$ cat src/rtl/params_pkg.sv
// Shared RV32I decode types, widths and opcode/format helpers for the decode stage.
package params_pkg;

    localparam int DATA_WIDTH         = 32;
    localparam int ADDR_WIDTH         = 32;
    localparam int REGISTER_WIDTH     = 5;
    localparam int DEFAULT_NUM_BYPASS = 2;

    typedef enum logic [6:0] {
        LOAD   = 7'b0000011,
        OP_IMM = 7'b0010011,
        AUIPC  = 7'b0010111,
        STORE  = 7'b0100011,
        OP     = 7'b0110011,
        LUI    = 7'b0110111,
        BRANCH = 7'b1100011,
        JALR   = 7'b1100111,
        JAL    = 7'b1101111
    } opcode_e;

    typedef struct packed {
        logic [6:0] funct7;
        logic [4:0] rs2;
        logic [4:0] rs1;
        logic [2:0] funct3;
        logic [4:0] rd;
        opcode_e    opcode;
    } instruction_t;

    typedef enum logic [2:0] {
        IMM_NONE,
        IMM_I,
        IMM_S,
        IMM_B,
        IMM_J,
        IMM_U
    } imm_fmt_e;

    function automatic imm_fmt_e imm_fmt_of(opcode_e op);
        case (op)
            LOAD, OP_IMM, JALR: return IMM_I;
            STORE:              return IMM_S;
            BRANCH:             return IMM_B;
            JAL:                return IMM_J;
            LUI, AUIPC:         return IMM_U;
            default:            return IMM_NONE;
        endcase
    endfunction

    function automatic logic uses_rs1(opcode_e op);
        case (op)
            LOAD, STORE, BRANCH, OP, OP_IMM, JALR: return 1'b1;
            default:                               return 1'b0;
        endcase
    endfunction

    function automatic logic uses_rs2(opcode_e op);
        case (op)
            STORE, BRANCH, OP: return 1'b1;
            default:           return 1'b0;
        endcase
    endfunction

endpackage

$ cat src/rtl/decode_scoreboard.sv
// Pending-load scoreboard: one bit per architectural register, x0 hardwired clear.
module decode_scoreboard #(
    parameter int REGISTER_WIDTH = 5
) (
    input  logic                      clk_i,
    input  logic                      rst_i,
    input  logic                      set_en_i,
    input  logic [REGISTER_WIDTH-1:0] set_reg_i,
    input  logic                      clr_en_i,
    input  logic [REGISTER_WIDTH-1:0] clr_reg_i,
    input  logic [REGISTER_WIDTH-1:0] q1_reg_i,
    output logic                      q1_pending_o,
    input  logic [REGISTER_WIDTH-1:0] q2_reg_i,
    output logic                      q2_pending_o
);

    localparam int NUM_REGS = 2 ** REGISTER_WIDTH;

    logic [NUM_REGS-1:0] pending_vec;

    genvar gi;
    for (gi = 0; gi < NUM_REGS; gi++) begin : g_entry
        if (gi == 0) begin : g_zero
            assign pending_vec[gi] = 1'b0;
        end else begin : g_live
            logic pending_reg;
            // Set is checked first so a same-cycle set and clear leaves the bit pending.
            always_ff @(posedge clk_i) begin
                if (rst_i) begin
                    pending_reg <= 1'b0;
                end else if (set_en_i && set_reg_i == REGISTER_WIDTH'(gi)) begin
                    pending_reg <= 1'b1;
                end else if (clr_en_i && clr_reg_i == REGISTER_WIDTH'(gi)) begin
                    pending_reg <= 1'b0;
                end
            end
            assign pending_vec[gi] = pending_reg;
        end
    end

    assign q1_pending_o = pending_vec[q1_reg_i];
    assign q2_pending_o = pending_vec[q2_reg_i];

endmodule

$ cat src/rtl/decode_hazard_stage.sv
// Decode stage: immediate decode, priority operand bypass, load-use stall and ALU slot.
// Optional DECODE_PERF_CNT_EN adds saturating stall/flush event counters.
module decode_hazard_stage
    import params_pkg::*;
#(
    parameter int DATA_WIDTH     = params_pkg::DATA_WIDTH,
    parameter int ADDR_WIDTH     = params_pkg::ADDR_WIDTH,
    parameter int REGISTER_WIDTH = params_pkg::REGISTER_WIDTH,
    parameter int NUM_BYPASS     = params_pkg::DEFAULT_NUM_BYPASS
) (
    input  logic                                 clk_i,
    input  logic                                 rst_i,
    input  logic                                 valid_i,
    output logic                                 ready_o,
    input  logic                                 flush_i,
    input  logic [ADDR_WIDTH-1:0]                pc_i,
    input  instruction_t                         instruction_i,
    output logic [REGISTER_WIDTH-1:0]            rs1_o,
    output logic [REGISTER_WIDTH-1:0]            rs2_o,
    input  logic [DATA_WIDTH-1:0]                rs1_data_i,
    input  logic [DATA_WIDTH-1:0]                rs2_data_i,
    input  logic [NUM_BYPASS-1:0]                byp_valid_i,
    input  logic [NUM_BYPASS*REGISTER_WIDTH-1:0] byp_reg_i,
    input  logic [NUM_BYPASS*DATA_WIDTH-1:0]     byp_data_i,
    input  logic                                 wb_reg_wr_en_i,
    input  logic [REGISTER_WIDTH-1:0]            wb_wr_reg_i,
    input  logic [DATA_WIDTH-1:0]                wb_data_to_reg_i,
    input  logic                                 alu_ready_i,
    output logic                                 alu_valid_o,
    output logic [ADDR_WIDTH-1:0]                alu_pc_o,
    output logic [DATA_WIDTH-1:0]                alu_rs1_data_o,
    output logic [DATA_WIDTH-1:0]                alu_rs2_data_o,
    output logic [DATA_WIDTH-1:0]                offset_sign_extend_o,
`ifdef DECODE_PERF_CNT_EN
    output logic [31:0]                          perf_stall_cnt_o,
    output logic [31:0]                          perf_flush_cnt_o,
`endif
    output instruction_t                         instruction_o
);

    localparam int RW = REGISTER_WIDTH;

    opcode_e           opcode;
    logic [31:0]       instr_bits;
    logic [RW-1:0]     rs1_idx;
    logic [RW-1:0]     rs2_idx;
    logic [RW-1:0]     rd_idx;

    assign instr_bits = instruction_i;
    assign opcode     = instruction_i.opcode;
    assign rs1_idx    = RW'(instruction_i.rs1);
    assign rs2_idx    = RW'(instruction_i.rs2);
    assign rd_idx     = RW'(instruction_i.rd);
    assign rs1_o      = rs1_idx;
    assign rs2_o      = rs2_idx;

    logic [31:0]           imm32;
    logic [DATA_WIDTH-1:0] imm_next;

    always_comb begin
        imm32 = '0;
        case (imm_fmt_of(opcode))
            IMM_I:   imm32 = {{20{instr_bits[31]}}, instr_bits[31:20]};
            IMM_S:   imm32 = {{20{instr_bits[31]}}, instr_bits[31:25], instr_bits[11:7]};
            IMM_B:   imm32 = {{19{instr_bits[31]}}, instr_bits[31], instr_bits[7],
                              instr_bits[30:25], instr_bits[11:8], 1'b0};
            IMM_J:   imm32 = {{11{instr_bits[31]}}, instr_bits[31], instr_bits[19:12],
                              instr_bits[20], instr_bits[30:21], 1'b0};
            IMM_U:   imm32 = {instr_bits[31:12], 12'b0};
            default: imm32 = '0;
        endcase
    end

    assign imm_next = DATA_WIDTH'($signed(imm32));

    // Per-channel match vectors; channel 0 is the youngest result.
    logic [NUM_BYPASS-1:0] hit1;
    logic [NUM_BYPASS-1:0] hit2;
    logic [DATA_WIDTH-1:0] ch_data [NUM_BYPASS];

    genvar gi;
    for (gi = 0; gi < NUM_BYPASS; gi++) begin : g_byp
        logic [RW-1:0] ch_reg;
        assign ch_reg      = byp_reg_i[gi*RW +: RW];
        assign ch_data[gi] = byp_data_i[gi*DATA_WIDTH +: DATA_WIDTH];
        assign hit1[gi]    = byp_valid_i[gi] && (ch_reg == rs1_idx);
        assign hit2[gi]    = byp_valid_i[gi] && (ch_reg == rs2_idx);
    end

    logic [DATA_WIDTH-1:0] fwd1;
    logic [DATA_WIDTH-1:0] fwd2;

    // Walk oldest to youngest so the lowest matching index is the last write.
    always_comb begin
        fwd1 = '0;
        fwd2 = '0;
        for (int i = NUM_BYPASS - 1; i >= 0; i--) begin
            if (hit1[i]) fwd1 = ch_data[i];
            if (hit2[i]) fwd2 = ch_data[i];
        end
    end

    logic                  wb_hit1;
    logic                  wb_hit2;
    logic [DATA_WIDTH-1:0] op1_next;
    logic [DATA_WIDTH-1:0] op2_next;

    assign wb_hit1 = wb_reg_wr_en_i && (wb_wr_reg_i == rs1_idx);
    assign wb_hit2 = wb_reg_wr_en_i && (wb_wr_reg_i == rs2_idx);

    always_comb begin
        op1_next = rs1_data_i;
        op2_next = rs2_data_i;
        if (rs1_idx == '0)   op1_next = '0;
        else if (|hit1)      op1_next = fwd1;
        else if (wb_hit1)    op1_next = wb_data_to_reg_i;
        if (rs2_idx == '0)   op2_next = '0;
        else if (|hit2)      op2_next = fwd2;
        else if (wb_hit2)    op2_next = wb_data_to_reg_i;
    end

    logic pend1;
    logic pend2;
    logic hazard;
    logic slot_free;
    logic load_en;
    logic sb_set_en;
    logic alu_valid_reg;

    assign hazard = (uses_rs1(opcode) && pend1 && !(|hit1) && !wb_hit1)
                 || (uses_rs2(opcode) && pend2 && !(|hit2) && !wb_hit2);

    assign slot_free = !alu_valid_reg || alu_ready_i;
    assign ready_o   = flush_i || (slot_free && !hazard);
    assign load_en   = valid_i && ready_o && !flush_i && slot_free;
    assign sb_set_en = load_en && (opcode == LOAD) && (rd_idx != '0);

    decode_scoreboard #(
        .REGISTER_WIDTH (REGISTER_WIDTH)
    ) u_scoreboard (
        .clk_i        (clk_i),
        .rst_i        (rst_i),
        .set_en_i     (sb_set_en),
        .set_reg_i    (rd_idx),
        .clr_en_i     (wb_reg_wr_en_i),
        .clr_reg_i    (wb_wr_reg_i),
        .q1_reg_i     (rs1_idx),
        .q1_pending_o (pend1),
        .q2_reg_i     (rs2_idx),
        .q2_pending_o (pend2)
    );

    logic [ADDR_WIDTH-1:0] pc_reg;
    logic [DATA_WIDTH-1:0] rs1_data_reg;
    logic [DATA_WIDTH-1:0] rs2_data_reg;
    logic [DATA_WIDTH-1:0] imm_reg;
    instruction_t          instr_reg;

    always_ff @(posedge clk_i) begin
        if (rst_i) begin
            alu_valid_reg <= 1'b0;
            pc_reg        <= '0;
            rs1_data_reg  <= '0;
            rs2_data_reg  <= '0;
            imm_reg       <= '0;
            instr_reg     <= '0;
        end else if (load_en) begin
            alu_valid_reg <= 1'b1;
            pc_reg        <= pc_i;
            rs1_data_reg  <= op1_next;
            rs2_data_reg  <= op2_next;
            imm_reg       <= imm_next;
            instr_reg     <= instruction_i;
        end else if (alu_ready_i) begin
            alu_valid_reg <= 1'b0;
        end
    end

    assign alu_valid_o          = alu_valid_reg;
    assign alu_pc_o             = pc_reg;
    assign alu_rs1_data_o       = rs1_data_reg;
    assign alu_rs2_data_o       = rs2_data_reg;
    assign offset_sign_extend_o = imm_reg;
    assign instruction_o        = instr_reg;

`ifdef DECODE_PERF_CNT_EN
    logic [31:0] stall_cnt_reg;
    logic [31:0] flush_cnt_reg;

    always_ff @(posedge clk_i) begin
        if (rst_i) begin
            stall_cnt_reg <= '0;
            flush_cnt_reg <= '0;
        end else begin
            if (valid_i && hazard && !flush_i && stall_cnt_reg != '1)
                stall_cnt_reg <= stall_cnt_reg + 32'd1;
            if (valid_i && flush_i && flush_cnt_reg != '1)
                flush_cnt_reg <= flush_cnt_reg + 32'd1;
        end
    end

    assign perf_stall_cnt_o = stall_cnt_reg;
    assign perf_flush_cnt_o = flush_cnt_reg;
`endif

endmodule

$ cat config.mk
export PLATFORM = sky130hd
export DESIGN_NAME = decode_hazard_stage
export DESIGN_NICKNAME = d
export VERILOG_FILES = /design/src/rtl/params_pkg.sv /design/src/rtl/decode_scoreboard.sv /design/src/rtl/decode_hazard_stage.sv
export SDC_FILE = /design/constraint.sdc
export NUM_CORES = 1
export LEC_CHECK = 0
export BUFFER_PORTS_ARGS = -buffer_cell sky130_fd_sc_hd__buf_2
export CORE_AREA = 2 2 164 166
export CTS_BUF_LIST = sky130_fd_sc_hd__clkbuf_4 sky130_fd_sc_hd__clkbuf_8 sky130_fd_sc_hd__clkbuf_16
export CTS_CLUSTER_SIZE = 10
export DETAILED_ROUTE_END_ITERATION = 10
export DIE_AREA = 0 0 166 168
export PLACE_DENSITY = 0.71
export SKIP_CTS_REPAIR_TIMING = 1
export SYNTH_ARGS = -nofsm -noshare
export SYNTH_HDL_FRONTEND = slang
export SYNTH_SLANG_ARGS = --single-unit
$ cat constraint.sdc
create_clock -name clk_i -period 2.23 [get_ports clk_i]
set_clock_uncertainty 0.1 [all_clocks]
set_input_delay 0.223 -clock clk_i [delete_from_list [all_inputs] [get_ports clk_i]]
set_output_delay 0.223 -clock clk_i [all_outputs]
set_load 0.005 [all_outputs]
## Word level (Yosys, flattened, before mapping)

Cells that the tools add are included.

| storage, ports and cells | value |
|---|---|
| bits in latches | 0 |
| output and inout bits | 172 |
| memory bits (read-only) | 0 |
| word-level logic and storage cells | 339 |
| bits in writable memories | 0 |
| register bits after elaboration | 192 |
| memories kept | 0 |
| bits of input ports | 247 |

| operators by class | value |
|---|---|
| bitwise logic cells | 0 |
| shift-type cells | 0 |
| reductions and logical operators | 131 |
| add/subtract/negate cells | 0 |
| divide/modulo/power cells | 0 |
| multipliers | 0 |
| multiplexer cells | 82 |
| magnitude comparators | 2 |
| eq/ne operators | 82 |

Operators by type and width:

| operator | count |
|---|---|
| two-way mux 32 bit | 10 |
| equality test 5 bit (second input constant) | 32 |
| one-hot mux 32 bit (5 select lines) | 1 |
| equality test 5 x 4 -> 1 bit (second input constant) | 16 |
| logical AND 1 bit | 80 |
| two-way mux 1 bit | 68 |
| nonzero test 2 bit | 32 |
| equality test 5 x 3 -> 1 bit (second input constant) | 8 |
| equality test 5 bit | 6 |
| equality test 7 x 6 -> 1 bit (second input constant) | 3 |
| equality test 7 bit (second input constant) | 3 |
| equality test 5 x 2 -> 1 bit (second input constant) | 4 |
| one-hot mux 3 bit (5 select lines) | 1 |
| equality test 7 x 5 -> 1 bit (second input constant) | 2 |
| < comparator 5 x 6 -> 1 bit (second input constant) | 2 |
| binary-select mux 1 bit (select 5 bit) | 2 |
| equality test 5 x 1 -> 1 bit (second input constant) | 2 |
| logical NOT 5 bit | 2 |
| equality test 7 x 2 -> 1 bit (second input constant) | 1 |
| logical NOT 1 bit | 7 |
| equality test 3 x 2 -> 1 bit (second input constant) | 2 |
| equality test 3 bit (second input constant) | 2 |
| OR reduction 2 bit | 3 |
| OR reduction 3 bit | 2 |
| other kinds (4) | 6 |

## Depth between registers and ports, before layout

Gate-level depths: netlist (run 1).

| depth | value |
|---|---|
| depth in word-level cells | 17 |
| mapped depth | 12 |
| depth with buffers taken out | 7 |

## Cells and area by module

A second synthesis (run 1) with hierarchy kept.

| unflattened totals | value |
|---|---|
| cells, all modules | 1,224 |
| area, all modules | 10,730.3 um^2 |

By module, submodules not included:

| module | cells each | sequential area each (um^2) | instances | area an instance (um^2) |
|---|---|---|---|---|
| decode_hazard_stage | 987 | 3,223.1 | 1 | 8,883.5 |
| decode_scoreboard | 237 | 620.6 | 1 | 1,846.8 |

## Worst setup path before layout (run 1)

Ideal clock, no wire load.

| timing path | value |
|---|---|
| path kind | input-to-reg |
| start point | in instruction_i[20] (netlist name) |
| end point | reg u_scoreboard.g_entry[20].g_live.pending_reg |
| stages | 11 |
| required time | 2,029 ps |
| library setup time | 101 ps |
| slack | -234 ps |
| path buffers | 4 |
| data arrival time | 2,263 ps |
| cells stage by stage | clkbuf_1 mux4_2 nand2_1 o21ai_1 o41ai_2 o32a_1 buf_4 nand2_2 buf_6 buf_6 o41ai_1 |

| on the way | value |
|---|---|
| longest elaborated chain between the ends | 17 |
| elaborated cells on any way between the ends | 26 |
| those cells by class | 3 x eq/ne; 3 x mux; 20 x reduce/logical |

RTL lines:

| what | line | source |
|---|---|---|
| start: declaration | decode_hazard_stage.sv:17 | `input instruction_t instruction_i,` |
| parallel branches: the longest is 5 deep, another holds binary-select mux 1 bit (select 5 bit) | - |  |
| logical AND 1 bit (*) | decode_hazard_stage.sv:131 | `\|\| (uses_rs2(opcode) && pend2 && !(\|hit2) && !wb_hit2);` |
| logical OR 1 bit (*) | decode_hazard_stage.sv:131 |  |
| logical NOT 1 bit (*) | decode_hazard_stage.sv:134 | `assign ready_o = flush_i \|\| (slot_free && !hazard);` |
| logical AND 1 bit (*) | decode_hazard_stage.sv:134 |  |
| logical OR 1 bit (*) | decode_hazard_stage.sv:134 |  |
| logical AND 1 bit (*) (3 in series) | decode_hazard_stage.sv:135 | `assign load_en = valid_i && ready_o && !flush_i && slot_free;` |
| logical AND 1 bit (*) (2 in series) | decode_hazard_stage.sv:136 | `assign sb_set_en = load_en && (opcode == LOAD) && (rd_idx != '0);` |
| logical AND 1 bit (*) | decode_scoreboard.sv:31 | `end else if (set_en_i && set_reg_i == REGISTER_WIDTH'(gi)) begin` |
| two-way mux 1 bit / nonzero test 2 bit (equally long branches) | - |  |
| end signal: assignment | decode_scoreboard.sv:30 | `pending_reg <= 1'b0;` |
| end signal: assignment | decode_scoreboard.sv:32 | `pending_reg <= 1'b1;` |
| end signal: assignment | decode_scoreboard.sv:34 | `pending_reg <= 1'b0;` |
| end: declaration | decode_scoreboard.sv:26 | `logic pending_reg;` |

Mark *: on every way between the ends. The select of a mux whose other input is x is not followed.
A chain may end at the register's enable or synchronous reset.

## Worst setup path in the final report (run 1)

| timing path | value |
|---|---|
| start point | reg u_scoreboard.g_entry[31].g_live.pending_reg |
| end point | out ready_o |

| on the way | value |
|---|---|
| longest elaborated chain between the ends | 9 |
| elaborated cells on any way between the ends | 14 |
| those cells by class | 4 x mux; 10 x reduce/logical |

RTL lines:

| what | line | source |
|---|---|---|
| start: declaration | decode_scoreboard.sv:26 |  |
| start signal: assignment | decode_scoreboard.sv:30 |  |
| start signal: assignment | decode_scoreboard.sv:32 |  |
| start signal: assignment | decode_scoreboard.sv:34 |  |
| binary-select mux 1 bit (select 5 bit) (on tied branches) | decode_scoreboard.sv:41, decode_scoreboard.sv:42 |  |
| two-way mux 1 bit (on tied branches) | decode_scoreboard.sv:41, decode_scoreboard.sv:42 |  |
| logical AND 1 bit (on tied branches) (3 in series) | decode_hazard_stage.sv:130, decode_hazard_stage.sv:131 |  |
| logical OR 1 bit (*) | decode_hazard_stage.sv:131 |  |
| logical NOT 1 bit (*) | decode_hazard_stage.sv:134 |  |
| logical AND 1 bit (*) | decode_hazard_stage.sv:134 |  |
| logical OR 1 bit (*) | decode_hazard_stage.sv:134 |  |
| end: declaration | decode_hazard_stage.sv:14 | `output logic ready_o,` |

Mark *: on every way between the ends. The rest lies on a longest branch, timed or not. The select of a mux whose other input is x is not followed.

==> results of run 1 <==
==> cells in the mapped netlist, types with 6 or more instances <==
library cell / number
dfxtp_1: 192
o21ai_0: 162
a21oi_1: 126
clkbuf_1: 101
o211ai_1: 97
nand3_1: 94
mux2i_1: 76
a211oi_1: 57
nor2_1: 55
nand2_1: 53
and2_1: 36
buf_2: 32
xor2_1: 22
mux2_2: 21
o41ai_2: 17
a22oi_1: 16
o41ai_1: 15
buf_1: 12
buf_4: 12
nor3_1: 12
mux4_2: 11
nor2b_1: 9
nand2b_1: 8
xnor2_1: 8
a31o_2: 6
==> power groups by stage <==
stage / clock, mW / combinational, mW / sequential [mW]
6_report: 3.14 / 1.87 / 3.66
5_1_grt: 3.35 / 2.00 / 3.68
4_1_cts: 3.18 / 1.57 / 3.66
3_5_place_dp: 0 / 1.57 / 3.73
3_3_place_gp: 0 / 1.55 / 3.73
2_1_floorplan: 0 / 0.739 / 3.74
==> metrics by stage <==
step | instance area [µm²] | TNS, ps
floorplan | 11080 | -6418
detailed placement | 14330 | -85410
CTS | 14930 | -35950
global placement | 14330 | -81300
global route | 16550 | -83250
finish | 16560 | -63620
==> metal layers <==
metal | up-vias | track usage | part of all wire
met5 | - | 0 | 0.00075
met4 | 6 | 0.1403 | 0.042
met3 | 138 | 0.06065 | 0.088
met2 | 779 | 0.4916 | 0.47
met1 | 6158 | 0.3881 | 0.40
li1 | 5942 | - | -
==> kinds of logic after synthesis <==
group | synth area share
AND/OR/NAND/NOR | 0.1406
flip-flops | 0.3498
XOR/XNOR | 0.02392
buffers and inverters | 0.06821
multiplexers | 0.1133
AO/OA/AOI/OAI | 0.3041
==> final cells by class <==
class	count	area, µm²	share of cell area
Multi-Input combinational cell	958	6998	0.4226
Timing Repair Buffer	642	4643	0.2804
Sequential cell	192	3847	0.2324
Clock buffer	18	432.9	0.02614
Tap cell	341	426.7	0.02577
Clock inverter	14	167.7	0.01013
Antenna cell	9	22.52	0.001360
Inverter	5	20.02	0.001209
==> critical path: cells and delay by family, from the launching register on <==
family	cells	cell delay [ps]
compound gates	1	110
buf+inv	3	460
mux	3	790
simple gates	2	300
flops	1	330
==> worst min path at each step <==
stage | startpoint | to | slack [ps] | cells past startpoint
final | byp_data_i[12] | alu_rs1_data_o[12]$_SDFFE_PP0P_ | -20 | 3
after global routing | instruction_i[25] | instruction_o[25]$_SDFFE_PP0P_ | -7 | 3
after CTS | pc_i[9] | alu_pc_o[9]$_SDFFE_PP0P_ | -90 | 3
after detailed placement | alu_pc_o[13]$_SDFFE_PP0P_ | alu_pc_o[13]$_SDFFE_PP0P_ | 360 | 2
after global placement | instruction_o[13]$_SDFFE_PP0P_ | instruction_o[13]$_SDFFE_PP0P_ | 360 | 2
after floorplan | pc_i[0] | alu_pc_o[0]$_SDFFE_PP0P_ | 270 | 2
==> impl_metrics.toml, run 1 <==
[outcome]
outcome = "complete, but fails checks"
violations = "negative hold slack, negative setup slack"

[yosys]
netlist-cell-type-count = 55
synth_edf_count = 0
async_flop_share = 0
synth_cells = 1316
ys_seq_area_frac = 0.3498
yosys_register_bits = 192
syn-num-nets = 1563
synth_ff_type = "dfxtp_1"
yosys_warnings = 0
yosysTopAreaCell = "dfxtp_1"
syn_area_per_cell_um2 = 8.349
syn_area_um2 = 10990
synth_top_area_frac = 0.3498
synth_area_leaders = "dfxtp_1 35%, o21ai_0 7.4%, mux2i_1 6.9%"

[floorplanning]
row_count = 60
die_x_um = 166
core_um2 = 26350
die-area_um2 = 27890
die_height_um = 168
io_pins = 419
start_util = 0.4170

[drt]
drt_iter0_markers = 1126
firstDrtPassIters = 6
num_vias = 13020
vias_per_cell = 5.977
wl_um = 48070
drc = 0
ant_nets = 0
wl_per_cell_um = 22.06

[global_routing]
antenna_found_initial = 11
grt_pass1_vias = 12030
overflow = 0
grt.total_usage = 0.3025
grt_pass1_wl_um = 67330
grt_start_max_net_pins = 104

[pwr]
intPower_mw = 5.982
p_leak_nw = 7.455
p_switching_mw = 2.699
p_clk_frac = 0.362
power_mw = 8.681
ir_drop_uv = 588.8
p_sw_frac = 0.3109
p_seq_frac = 0.422
p_per_area_nw_per_um2 = 524.3
pwr-share-comb = 0.216

[sta]
drv_slew = 0
fin_crit_sh = 1.227
holdWs_ps = -20.03
tightest_slew_ps = 1097
rsz0062_at_grt = "true"
final-hold-violation-count = 7
relSlewSlack = 0.2687
max_freq_mhz = 365.4
layout_setup_ws_ps = -506.5
setup_viol = 193
period_needed_ps = 2736

[placed_design]
dpl.hpwl_um = 32350
gp_congestion = 0.9234
pre_cts_ws_ps = -543.3
io_buffers = 418
dp.cells = 2059

[final_layout]
layout_commonest_cell = "buf_2"
instances_no_fill = 2179
fillers = 2217
area_growth_pct = 50.71
layout_common_cells = "417 x buf_2, 189 x dfxtp_1, 123 x buf_4"
drive_gt1_frac = 0.4265
nNetsFinal = 2063
final_util = 0.6284

[critical_path]
crit_type = "flop to primary output"
critical_path_arrival_ps = 2410
slowest_stage = "mux4_2"
r2r_slack_ps = -420
crit_end = "ready_o"
worst_r2r_endpoint = "u_scoreboard.g_entry[24].g_live.pending_reg$_SDFFE_PP0P_"
path_cells = "mux4_2, mux2i_1, mux2i_1, nor4_2, buf_4, o32ai_4, buf_12, nand2b_1, buf_2"
cp-end-kind = "primary output"
cp-startpoint = "u_scoreboard.g_entry[31].g_live.pending_reg$_SDFFE_PP0P_"
worst-r2r-cell-count = 10
path_common_cell = "mux2i_1"
critPathRequiredTime_ps = 1910
critPathMaxFanout = 5
r2r-start = "u_scoreboard.g_entry[14].g_live.pending_reg$_SDFFE_PP0P_"
max_stage_delay_ps = 500
start_kind = "flop"

[cts]
cts.sink_count = 192
h-tree-depth = 4
cts.clk_slew.worst_paths_ps = 80
clk_path_buf_depth = 2
numCtsBuffers = 17
cts_tree = "done"
clockRootBuffer = "clkbuf_16"
clock_latency_ps = 430

[run]
max-cap-violations = 0

[min_path]
hp-class = "input pin to flop"
(Power assumes the default switching activity.)
==> run 2: changes to the inputs <==
--- a/config.mk
+++ b/config.mk
@@ -11,6 +11,7 @@
 export CTS_CLUSTER_SIZE = 10
 export DETAILED_ROUTE_END_ITERATION = 10
 export DIE_AREA = 0 0 166 168
+export MAX_ROUTING_LAYER = met4
 export PLACE_DENSITY = 0.71
 export SKIP_CTS_REPAIR_TIMING = 1
 export SYNTH_ARGS = -nofsm -noshare
==> impl_metrics.toml, run 2 (synthesis results as in run 1) <==
[critical_path]
start_kind = "flop"
critPathMaxFanout = 17
critical_path_arrival_ps = 2430
r2r_slack_ps = -290
cp-end-kind = "primary output"
critPathRequiredTime_ps = 1910
crit_type = "flop to primary output"

[sta]
final-hold-violation-count = 4
period_needed_ps = 2756
fin_crit_sh = 1.236
tightest_slew_ps = 732.7
holdWs_ps = -18.77
relSlewSlack = 0.5115
layout_setup_ws_ps = -525.5
rsz0062_at_grt = "true"
drv_slew = 0
setup_viol = 193
max_freq_mhz = 362.9

[final_layout]
nNetsFinal = 2038
area_growth_pct = 42.28
layout_commonest_cell = "buf_2"
drive_gt1_frac = 0.3814
finalInstanceArea_um2 = 15630
fillers = 2353
instances_no_fill = 2159
layout_common_cells = "416 x buf_2, 191 x dfxtp_1, 125 x a21oi_1"

[floorplanning]
core_um2 = 26350
start_util = 0.4170
die-area_um2 = 27890
row_count = 60
io_pins = 419
die_x_um = 166
die_height_um = 168

[placed_design]
dpl-instance-area_um2 = 14290
gp_congestion = 0.9303
io_buffers = 418
dpl.hpwl_um = 32710
dp.cells = 2061

[global_routing]
overflow = 0
antenna_found_initial = 14
grt_pass1_vias = 12180
grt_pass1_wl_um = 67610
grt_start_max_net_pins = 104
grt.total_usage = 0.3144

[drt]
ant_nets = 0
wl_per_cell_um = 21.27
num_vias = 12750
drt_iter0_markers = 1113
wl_um = 45930
vias_per_cell = 5.906
firstDrtPassIters = 5
drc = 0

[cts]
numCtsBuffers = 17
clockRootBuffer = "clkbuf_16"
clk_path_buf_depth = 2
cts_tree = "done"
h-tree-depth = 4
clock_latency_ps = 440
cts.clk_slew.worst_paths_ps = 90
cts.sink_count = 192

[pwr]
pwr-share-comb = 0.194
p_sw_frac = 0.3000
p_clk_frac = 0.386
p_seq_frac = 0.420
p_leak_nw = 6.829
p_switching_mw = 2.612
ir_drop_uv = 373.6
intPower_mw = 6.094
p_per_area_nw_per_um2 = 557.0

[outcome]
outcome = "complete, but fails checks"
violations = "negative hold slack, negative setup slack"

[run]
max-cap-violations = 0

[min_path]
hp-class = "input pin to flop"
-- run 2: cell count changes in the layout (fill, tap and decap cells not counted), sizes merged --
| cell | before | now |
|---|---|---|
| buf | 587 | 572 |
| clkbuf | 34 | 21 |
| diode | 9 | 14 |
| dlygate4sd3 | 39 | 42 |
| bufinv | 0 | 2 |
| clkinv | 10 | 9 |
| nand2 | 55 | 54 |
-- run 2: cell type report --
type                            count  area, µm²  area share
Multi-Input combinational cell    957       6520      0.4171
Timing Repair Buffer              618       4140      0.2648
Sequential cell                   192       3845      0.2460
Tap cell                          341      426.7     0.02729
Clock buffer                       17      425.4     0.02721
Clock inverter                     15      220.2     0.01409
Antenna cell                       14      35.03    0.002241
Inverter                            5      20.02    0.001281
-- run 2: final timing paths --
| path | depth (start not counted) | to | startpoint |
|---|---|---|---|
| min reg2reg | 2 | alu_pc_o[9]$_SDFFE_PP0P_ | alu_pc_o[9]$_SDFFE_PP0P_ |
| max reg2reg | 9 | u_scoreboard.g_entry[8].g_live.pending_reg$_SDFFE_PP0P_ | u_scoreboard.g_entry[6].g_live.pending_reg$_SDFFE_PP0P_ |
| max | 10 | ready_o | u_scoreboard.g_entry[6].g_live.pending_reg$_SDFFE_PP0P_ |
| min | 3 | instruction_o[28]$_SDFFE_PP0P_ | instruction_i[28] |
-- run 2: worst max-delay path, cell delays in order (launching register included) --
cell,delay (ps)
dfxtp_1,350
mux4_2,450
nor2_1,120
a31oi_1,80
a311oi_2,280
buf_4,180
o32ai_4,80
buf_6,150
buf_12,140
nand2b_4,60
buf_6,80
-- run 2: per-stage QoR --
step	hold slack (ps)	utilization	setup TNS, ps	worst slack [ps]	power (mW)
after floorplan	270.7	-	-6418	-114.6	4.479
after CTS	-87.68	0.5670	-46470	-661.6	8.624
after detailed placement	363.9	0.5425	-74240	-471.4	5.295
after global routing	1.941	0.5933	-59340	-621.7	9.034
final	-18.77	0.5933	-39480	-525.5	8.707
after global placement	356.7	0.5425	-72740	-432.9	5.268
-- run 2: metal layers --
layer,up-vias,global-route usage,routed length (µm)
met5,-,-,0
met2,672,0.4907,21270
met4,0,0.1535,1897
met1,6077,0.3895,18980
li1,5892,-,-
met3,111,0.06441,3783
-- run 2: power groups by stage --
stage                     sequential (mW)  clock [mW]  combinational, mW
after floorplan                      3.74           0              0.739
after global placement               3.73           0               1.54
final                                3.66        3.36               1.69
after detailed placement             3.73           0               1.56
after global routing                 3.67        3.55               1.81
after CTS                            3.65        3.40               1.57
==> run 3: changes to the inputs <==
--- a/config.mk
+++ b/config.mk
@@ -12,7 +12,7 @@
 export DETAILED_ROUTE_END_ITERATION = 10
 export DIE_AREA = 0 0 166 168
 export MAX_ROUTING_LAYER = met4
-export PLACE_DENSITY = 0.71
+export PLACE_DENSITY = 0.76
 export SKIP_CTS_REPAIR_TIMING = 1
 export SYNTH_ARGS = -nofsm -noshare
 export SYNTH_HDL_FRONTEND = slang
==> impl_metrics.toml, run 3 (synthesis results as in run 1) <==
[floorplanning]
core_um2 = 26350
die_height_um = 168
die_x_um = 166
io_pins = 419
row_count = 60
die-area_um2 = 27890
start_util = 0.4170

[final_layout]
area_growth_pct = 54.86
multi_input_area_um2 = 7301
nNetsFinal = 2073
instances_no_fill = 2197
fillers = 2104
drive_gt1_frac = 0.4589
layout_common_cells = "417 x buf_2, 183 x dfxtp_1, 121 x buf_4"
register_area_um2 = 3857
layout_commonest_cell = "buf_2"

[drt]
firstDrtPassIters = 5
vias_per_cell = 6.177
ant_nets = 0
wl_per_cell_um = 23.91
num_vias = 13570
drc = 0
drt_iter0_markers = 1617
wl_um = 52540

[critical_path]
worst-r2r-cell-count = 11
crit_type = "flop to flop"
cp-end-kind = "flop"
r2r-start = "u_scoreboard.g_entry[14].g_live.pending_reg$_SDFFE_PP0P_"
critPathRequiredTime_ps = 2440
critPathMaxFanout = 8
critical_path_arrival_ps = 3010
r2r_slack_ps = -570
start_kind = "flop"
worst_r2r_endpoint = "alu_pc_o[24]$_SDFFE_PP0P_"

[pwr]
power_mw = 8.835
ir_drop_uv = 387.4
p_leak_nw = 7.607
p_per_area_nw_per_um2 = 519.3

[sta]
setup_viol = 193
final-hold-violation-count = 5
period_needed_ps = 2797
max_freq_mhz = 357.5
fin_crit_sh = 1.254
holdWs_ps = -21.66
relSlewSlack = 0.4418
tightest_slew_ps = 837.4
drv_slew = 0
rsz0062_at_grt = "true"
layout_setup_ws_ps = -566.8

[cts]
cts.clk_slew.worst_paths_ps = 80
clock_latency_ps = 430
clk_path_buf_depth = 2
clockRootBuffer = "clkbuf_16"
cts.sink_count = 192
numCtsBuffers = 17
h-tree-depth = 4
cts_tree = "done"

[global_routing]
grt_pass1_vias = 11770
overflow = 0
antenna_found_initial = 17
grt.total_usage = 0.3138
grt_start_max_net_pins = 104
grt_pass1_wl_um = 67230

[placed_design]
io_buffers = 418
gp_congestion = 0.9720
dp.cells = 2055
dpl.hpwl_um = 32710

[min_path]
hp-start = "byp_data_i[12]"
min_to = "alu_rs1_data_o[12]$_SDFFE_PP0P_"
holdPathStages = 3
hp-class = "input pin to flop"

[run]
max-cap-violations = 0

[outcome]
outcome = "complete, but fails checks"
violations = "negative hold slack, negative setup slack"
## run 3: stage by stage
stage	utilization	setup TNS, ps	area, µm²	setup slack, ps
4_1_cts	0.5613	-45460	14790	-613.2
2_1_floorplan	-	-6418	11080	-114.6
5_1_grt	0.6455	-76530	17010	-593.3
6_report	0.6457	-65200	17010	-566.8
3_5_place_dp	0.5388	-80810	14200	-535.4
3_3_place_gp	0.5388	-82000	14200	-488.7
## run 3: routing by layer
layer  wire (µm)  part of all wire  GRT usage
met3        5069             0.096    0.06441
met4        3173             0.060     0.1335
met5           0                 0          -
met1       19890              0.38     0.3814
met2       24410              0.46     0.5082
## run 3: worst max-delay path by stage
| stage | depth (start not counted) | slack, ps | startpoint | end |
|---|---|---|---|---|
| CTS | 10 | -610 | u_scoreboard.g_entry[13].g_live.pending_reg$_SDFFE_PP0P_ | ready_o |
| global placement | 12 | -490 | instruction_i[22] | offset_sign_extend_o[7]$_SDFFE_PP0P_ |
| floorplan | 11 | -110 | instruction_i[17] | u_scoreboard.g_entry[20].g_live.pending_reg$_SDFFE_PP0P_ |
| global route | 12 | -590 | u_scoreboard.g_entry[13].g_live.pending_reg$_SDFFE_PP0P_ | alu_pc_o[24]$_SDFFE_PP0P_ |
| finish | 11 | -570 | u_scoreboard.g_entry[14].g_live.pending_reg$_SDFFE_PP0P_ | alu_pc_o[24]$_SDFFE_PP0P_ |
| detailed placement | 10 | -540 | instruction_i[21] | u_scoreboard.g_entry[24].g_live.pending_reg$_SDFFE_PP0P_ |
## run 3: power breakdown
group	internal (mW)	leakage, nW	switching [mW]
sequential	3.58	1.57	0.0961
combinational	0.903	5.75	1.08
clock	1.64	0.283	1.55
## run 3: worst max-delay path, stage by stage, from the launching register on
cell	delay, ps
dfxtp_2	350
mux4_2	460
nor2_1	110
a31oi_1	60
a311oi_2	360
buf_4	180
o32a_4	240
buf_6	120
buf_8	130
buf_12	150
nand3_2	90
a21oi_1	310
## run 3: layout make-up
cell class | count | area share
multi-input cells | 958 | 0.4291
repair buffers | 652 | 0.2806
flip-flops and latches | 192 | 0.2267
clock buffers | 19 | 0.02625
well taps | 341 | 0.02508
clock inverters | 13 | 0.008604
diodes | 17 | 0.002500
inverters | 5 | 0.001177
